**src/rtl/vram_port_if.sv**
```systemverilog
`default_nettype none
// ============================================================================
// Module      : vram_port_if
// Description : CPU system-bus bundle for the screen-RAM port.
//               master = CPU bus fabric, slave = vram_port.
//   cpu_bank  CPU window bank select        bus_addr  CPU byte address
//   bus_din   CPU write data                bus_dout  read data (0 unless ack)
//   bus_sync  address phase qualifier       bus_we    1 = write
//   bus_wtbt  byte enables {hi, lo}         bus_stb   data strobe
//   bus_ack   access complete
// Revision    : 1.0 - initial release
// ============================================================================
interface vram_port_if;
  logic        cpu_bank;
  logic [15:0] bus_addr;
  logic [15:0] bus_din;
  logic [15:0] bus_dout;
  logic        bus_sync;
  logic        bus_we;
  logic [1:0]  bus_wtbt;
  logic        bus_stb;
  logic        bus_ack;

  modport master (
    output cpu_bank, bus_addr, bus_din, bus_sync, bus_we, bus_wtbt, bus_stb,
    input  bus_dout, bus_ack
  );

  modport slave (
    input  cpu_bank, bus_addr, bus_din, bus_sync, bus_we, bus_wtbt, bus_stb,
    output bus_dout, bus_ack
  );
endinterface
`default_nettype wire

```
**src/rtl/vram_port.sv**
```systemverilog
`default_nettype none
// ============================================================================
// Module      : vram_port
// Description : Owner of the single-port 16K x 16 screen RAM. Serves video
//               word fetches with absolute priority and slots queued CPU
//               reads/writes in between, using the sync/stb/ack handshake.
// Ports       :
//   clk_sys, reset        system clock, asynchronous active-high reset
//   vid_req, vram_addr    one-cycle video fetch strobe and word address
//   vram_data             last fetched video word (held between fetches)
//   bus                   CPU bus (vram_port_if.slave)
//   mem_addr/din/we/be    RAM macro address, write data, write strobe, byte en
//   mem_dout              RAM read data, RD_LAT cycles after the address
// Revision    : 1.0 - initial release
// ============================================================================
module vram_port #(
  parameter logic [15:0] WIN_BASE = 16'o040000,
  parameter int          RD_LAT   = 1
) (
  input  logic        clk_sys,
  input  logic        reset,
  input  logic        vid_req,
  input  logic [13:0] vram_addr,
  output logic [15:0] vram_data,
  vram_port_if.slave  bus,
  output logic [13:0] mem_addr,
  output logic [15:0] mem_din,
  output logic        mem_we,
  output logic [1:0]  mem_be,
  input  logic [15:0] mem_dout
);

  typedef enum logic [2:0] {
    IDLE = 3'd0,
    VRD  = 3'd1,
    CRD  = 3'd2,
    CWR  = 3'd3,
    ACK  = 3'd4
  } state_t;

  // Cycle count at which mem_dout holds the data for the issued address.
  localparam logic [1:0] LAT_LAST = 2'(RD_LAT);

  state_t      state_q;
  logic [1:0]  lat_cnt_q;
  logic        vid_pend_q;
  logic        cpu_pend_q;
  logic        stb_sel_q;
  logic [15:0] vram_data_q;
  logic [15:0] bus_dout_q;
  logic        bus_ack_q;
  logic [13:0] mem_addr_q;
  logic [15:0] mem_din_q;
  logic        mem_we_q;
  logic [1:0]  mem_be_q;

  logic        sel;
  logic        stb_sel;
  logic        cpu_edge;
  logic        vid_go;
  logic [13:0] cpu_waddr;
  logic [1:0]  wr_be;
  logic        unused_addr_lsb;

  assign sel       = bus.bus_sync & (bus.bus_addr[15:14] == WIN_BASE[15:14]);
  assign stb_sel   = bus.bus_stb & sel;
  // One request per strobe: a new one needs stb to drop first.
  assign cpu_edge  = stb_sel & ~stb_sel_q;
  // The incoming strobe is honoured directly so a fetch from IDLE issues in
  // the same cycle it is requested.
  assign vid_go    = vid_pend_q | vid_req;
  assign cpu_waddr = {bus.cpu_bank, bus.bus_addr[13:1]};
  // A write with no byte lanes selected is a full-word write.
  assign wr_be     = (bus.bus_wtbt == 2'b00) ? 2'b11 : bus.bus_wtbt;
  assign unused_addr_lsb = bus.bus_addr[0];

  always_ff @(posedge clk_sys or posedge reset) begin
    if (reset) begin
      state_q     <= IDLE;
      lat_cnt_q   <= 2'd0;
      vid_pend_q  <= 1'b0;
      cpu_pend_q  <= 1'b0;
      stb_sel_q   <= 1'b0;
      vram_data_q <= 16'h0000;
      bus_dout_q  <= 16'h0000;
      bus_ack_q   <= 1'b0;
      mem_addr_q  <= 14'h0000;
      mem_din_q   <= 16'h0000;
      mem_we_q    <= 1'b0;
      mem_be_q    <= 2'b00;
    end else begin
      stb_sel_q <= stb_sel;
      mem_we_q  <= 1'b0;
      if (vid_req)  vid_pend_q <= 1'b1;
      if (cpu_edge) cpu_pend_q <= 1'b1;

      case (state_q)
        IDLE: begin
          if (vid_go) begin
            state_q    <= VRD;
            mem_addr_q <= vram_addr;
            vid_pend_q <= 1'b0;
            lat_cnt_q  <= 2'd0;
          end else if (cpu_pend_q) begin
            // A fresh edge in the issue cycle is a new request; keep it.
            cpu_pend_q <= cpu_edge;
            mem_addr_q <= cpu_waddr;
            lat_cnt_q  <= 2'd0;
            if (bus.bus_we) begin
              state_q   <= CWR;
              mem_we_q  <= 1'b1;
              mem_be_q  <= wr_be;
              mem_din_q <= bus.bus_din;
            end else begin
              state_q <= CRD;
            end
          end
        end
        VRD: begin
          if (lat_cnt_q == LAT_LAST) begin
            vram_data_q <= mem_dout;
            state_q     <= IDLE;
          end else begin
            lat_cnt_q <= lat_cnt_q + 2'd1;
          end
        end
        CRD: begin
          if (lat_cnt_q == LAT_LAST) begin
            // If stb already fell, finish silently: no ack, no data.
            bus_dout_q <= bus.bus_stb ? mem_dout : 16'h0000;
            bus_ack_q  <= bus.bus_stb;
            state_q    <= ACK;
          end else begin
            lat_cnt_q <= lat_cnt_q + 2'd1;
          end
        end
        CWR: begin
          mem_be_q  <= 2'b00;
          bus_ack_q <= bus.bus_stb;
          state_q   <= ACK;
        end
        ACK: begin
          if (!bus.bus_stb) begin
            bus_ack_q  <= 1'b0;
            bus_dout_q <= 16'h0000;
            state_q    <= IDLE;
          end
        end
        default: state_q <= IDLE;
      endcase
    end
  end

  assign vram_data    = vram_data_q;
  assign bus.bus_dout = bus_dout_q;
  assign bus.bus_ack  = bus_ack_q;
  assign mem_addr     = mem_addr_q;
  assign mem_din      = mem_din_q;
  assign mem_we       = mem_we_q;
  assign mem_be       = mem_be_q;

endmodule
`default_nettype wire

```
**src/flat_wrapper.sv**
```systemverilog
// flat-port wrapper written by rule: the top's interface ports become plain ports
module vram_port_flat 
#(
  parameter logic [15:0] WIN_BASE = 16'o040000,
  parameter int          RD_LAT   = 1
)
  (clk_sys, reset, vid_req, vram_addr, vram_data, mem_addr, mem_din, mem_we, mem_be, mem_dout, bus_cpu_bank, bus_bus_addr, bus_bus_din, bus_bus_sync, bus_bus_we, bus_bus_wtbt, bus_bus_stb, bus_bus_dout, bus_bus_ack);
  vram_port_if bus_i ();
  input  logic clk_sys;
  input  logic reset;
  input  logic vid_req;
  input  logic [13:0] vram_addr;
  output logic [15:0] vram_data;
  output logic [13:0] mem_addr;
  output logic [15:0] mem_din;
  output logic mem_we;
  output logic [1:0] mem_be;
  input  logic [15:0] mem_dout;
  input wire logic [$bits(bus_i.cpu_bank)-1:0] bus_cpu_bank;
  input wire logic [$bits(bus_i.bus_addr)-1:0] bus_bus_addr;
  input wire logic [$bits(bus_i.bus_din)-1:0] bus_bus_din;
  input wire logic [$bits(bus_i.bus_sync)-1:0] bus_bus_sync;
  input wire logic [$bits(bus_i.bus_we)-1:0] bus_bus_we;
  input wire logic [$bits(bus_i.bus_wtbt)-1:0] bus_bus_wtbt;
  input wire logic [$bits(bus_i.bus_stb)-1:0] bus_bus_stb;
  output wire logic [$bits(bus_i.bus_dout)-1:0] bus_bus_dout;
  output wire logic [$bits(bus_i.bus_ack)-1:0] bus_bus_ack;
  assign bus_i.cpu_bank = bus_cpu_bank;
  assign bus_i.bus_addr = bus_bus_addr;
  assign bus_i.bus_din = bus_bus_din;
  assign bus_i.bus_sync = bus_bus_sync;
  assign bus_i.bus_we = bus_bus_we;
  assign bus_i.bus_wtbt = bus_bus_wtbt;
  assign bus_i.bus_stb = bus_bus_stb;
  assign bus_bus_dout = bus_i.bus_dout;
  assign bus_bus_ack = bus_i.bus_ack;
  vram_port #(.WIN_BASE(WIN_BASE), .RD_LAT(RD_LAT)) u_core (.clk_sys(clk_sys), .reset(reset), .vid_req(vid_req), .vram_addr(vram_addr), .vram_data(vram_data), .bus(bus_i), .mem_addr(mem_addr), .mem_din(mem_din), .mem_we(mem_we), .mem_be(mem_be), .mem_dout(mem_dout));
endmodule
```
**config.mk**
```make
export PLATFORM = sky130hd
export DESIGN_NAME = vram_port_flat
export DESIGN_NICKNAME = d
export VERILOG_FILES = /design/src/rtl/vram_port_if.sv /design/src/rtl/vram_port.sv /design/src/flat_wrapper.sv
export SDC_FILE = /design/constraint.sdc
export NUM_CORES = 1
export LEC_CHECK = 0
export CAP_MARGIN = 20
export CORE_MARGIN = 2
export CORE_UTILIZATION = 40
export DETAILED_ROUTE_END_ITERATION = 16
export GPL_ROUTABILITY_DRIVEN = 0
export PLACE_DENSITY = 0.77
export REMOVE_ABC_BUFFERS = 1
export SLEW_MARGIN = 15
export SYNTH_ARGS = -nofsm -noshare
export SYNTH_HDL_FRONTEND = slang
export SYNTH_SLANG_ARGS = --single-unit
export TNS_END_PERCENT = 30
```
**constraint.sdc**
```tcl
create_clock -name clk_sys -period 2.95 [get_ports clk_sys]
set_clock_uncertainty 0.2 [all_clocks]
set_input_delay 0.295 -clock clk_sys [delete_from_list [all_inputs] [get_ports clk_sys]]
set_output_delay 0.295 -clock clk_sys [all_outputs]
set_load 0.1 [all_outputs]
```
==> qor.csv <==
metric;value;unit
run_status;finished, final reports clean;
async_flop_share;100;%
antenna_found_initial;0;
route.detailed.drc;0;
grt_pass1_wl;11500;µm
grt_util_all_layers;16.5;%
fin_crit;2.18;ns
crit_path_max_fanout;19;
rsz0062_at_grt;no;
core;0.00809;mm²
synth.most_common_cell;dfrtp_1;
drive_gt1_share;37.9;%
post-cts-setup-buffers;0;
die_w;94.6;µm
fin_ws;0.771;ns
syn_avg_cell_area;13.4;µm²
dr_total_vias;2429;
io_pins;137;
worstMarginPinSlew;0.688;ns
place_inst;474;
ys_seq_elements;74;
synth_cells;245;
ff2ff_path_depth;3;
stdcell_count;490;
drtAntennaViolNets;0;
synth_flop_cell;dfrtp_1;
cts_tree;built;
cts.clk_slew.worst_paths;0.08;ns
cts_resized;0;
cts.sinks;74;
synthTopCellsByCount;dfrtp_1 (74), mux2_2 (38), o21ai_0 (30), mux2i_1 (17), and3_1 (16);
max_freq;459;MHz
clkLatencyLatePin;0.34;ns
grt_max_degree;43;
num_rows;33;
die_height;94.6;µm
netlist.area_leader.share;56.4;%
synth.area.top_cells;dfrtp_1 (56%), mux2_2 (13%), mux2i_1 (5.2%);
fin_setup_tns;0;ns
first_iter_violations;33;
critPathLaunch;u_core.state_q[0]$_DFFE_PP0P_;
overflow;0;
crit_path_end_kind;flop;
synth_top_area_cell;dfrtp_1;
drv_slew;0;
post-place-ws;0.684;ns
critPathArrivalTime;2.21;ns
cts_buffers;9;
gr-max-usage-layer;met2;
wl;7440;µm
reg2reg_slack;0.77;ns
holdCritPathClass;in -> async;
use_met2;27.9;%
reg2reg_to;u_core.mem_din[3]$_DFFE_PP0P_;
grt_pass1_vias;2437;
finalCritPeriodShare;73.9;%
hold_violations;0;
netlist_area;0.00328;mm²
n_antenna_cell;0;
fillers;704;
drv_cap;0;
wl_per_cell;15.2;µm
timing.slew.headroom;54.1;%
synth_warnings;0;
start_util;40.6;%
setup_violations;0;
yosysSeqAreaShare;56.4;%
h-tree-depth;3;
drt_pass1_iterations;4;
clockBufferDepth;2;
die-area;0.00895;mm²
required;2.98;ns
vias_per_cell;4.96;
r2r_start;u_core.state_q[0]$_DFFE_PP0P_;
met3_usage;6.78;%
cts_hold_buf;0;
cts_root_buffer;clkbuf_8;
area_growth;45.2;%
yosysUniqueCellTypes;41;
crit_path_start_kind;flop;
layout.nets;452;
synth-edff-count;0;
dpl.hpwl;5420;µm
use_met1;19.8;%
critPathKind;reg -> reg;
portBuffers;135;
-- registers in the layout (all words and copies together), names as in the netlist, 2 cells and up --
name	cells
u_core.bus.bus_dout	16
u_core.lat_cnt_q	2
u_core.mem_addr	14
u_core.mem_be	2
u_core.mem_din	16
u_core.state_q	3
u_core.vram_data	16
-- through the flow --
stage	hold slack, ns	utilization, %	area [µm²]
after global routing	0.212	58.9	4770
final	0.174	58.9	4770
after floorplan	0.240	-	3180
after CTS	0.185	58.9	4770
after detailed placement	0.281	56.2	4550
after global placement	0.267	56.2	4550
-- per-layer routing --
layer / vias up / part of all wire [%]
li1: 1141 / -
met1: 1184 / 43
met2: 96 / 48
met3: 8 / 8.7
met4: 0 / 0.91
met5: - / 0
-- cells by family after synthesis --
| group | Yosys count | synth area share, % |
|---|---|---|
| AO/OA/AOI/OAI | 40 | 7.32 |
| XOR/XNOR | 1 | 0.267 |
| adder cells (fa/ha/maj) | 1 | 0.381 |
| buffers and inverters | 22 | 3.73 |
| flip-flops | 74 | 56.4 |
| multiplexers | 65 | 22.8 |
| AND/OR/NAND/NOR | 42 | 9.11 |
-- area by class of cell --
class	instances	area, µm²	area share (%)
timing repair buffer	140	1240	25.9
clock inverter	5	86.3	1.81
tap	105	131	2.76
clock buffer	11	131	2.76
multi-input combinational	149	1310	27.4
inverter	6	22.5	0.472
sequential	74	1850	38.8
-- critical path, cell delays in order, from the launching register on --
cell and delay [ns]:
dfrtp_1 0.54, nor3_4 0.32, nand4_2 0.53, mux2_2 0.48
-- layout by cell type, fill, tap and decap left out, drive strengths merged, types with 2 or more instances in the layout --
cell type,n
clkbuf,11
dfrtp,74
nor3,2
and3,16
or3b,2
mux2i,17
bufinv,2
nor2b,2
mux2,48
o21ai,30
nor2,3
clkdlybuf4s50,69
nand2,4
buf,71
inv,8
nand2b,2
nand3b,3
a211oi,2
-- worst max-delay path by stage --
stage | endpoint | slack (ns) | cells past startpoint
2_1_floorplan | u_core.bus.bus_ack$_DFFE_PP0P_ | 0.57 | 1
3_3_place_gp | u_core.bus.bus_dout[13]$_DFFE_PP0P_ | 0.71 | 5
3_5_place_dp | u_core.mem_din[15]$_DFFE_PP0P_ | 0.68 | 4
4_1_cts | u_core.mem_din[15]$_DFFE_PP0P_ | 0.73 | 3
5_1_grt | u_core.mem_din[5]$_DFFE_PP0P_ | 0.61 | 3
6_report | u_core.mem_din[3]$_DFFE_PP0P_ | 0.77 | 3
Power is not shown: default switching activity piles up to over one toggle a cycle in this logic, so the estimate is an artifact.
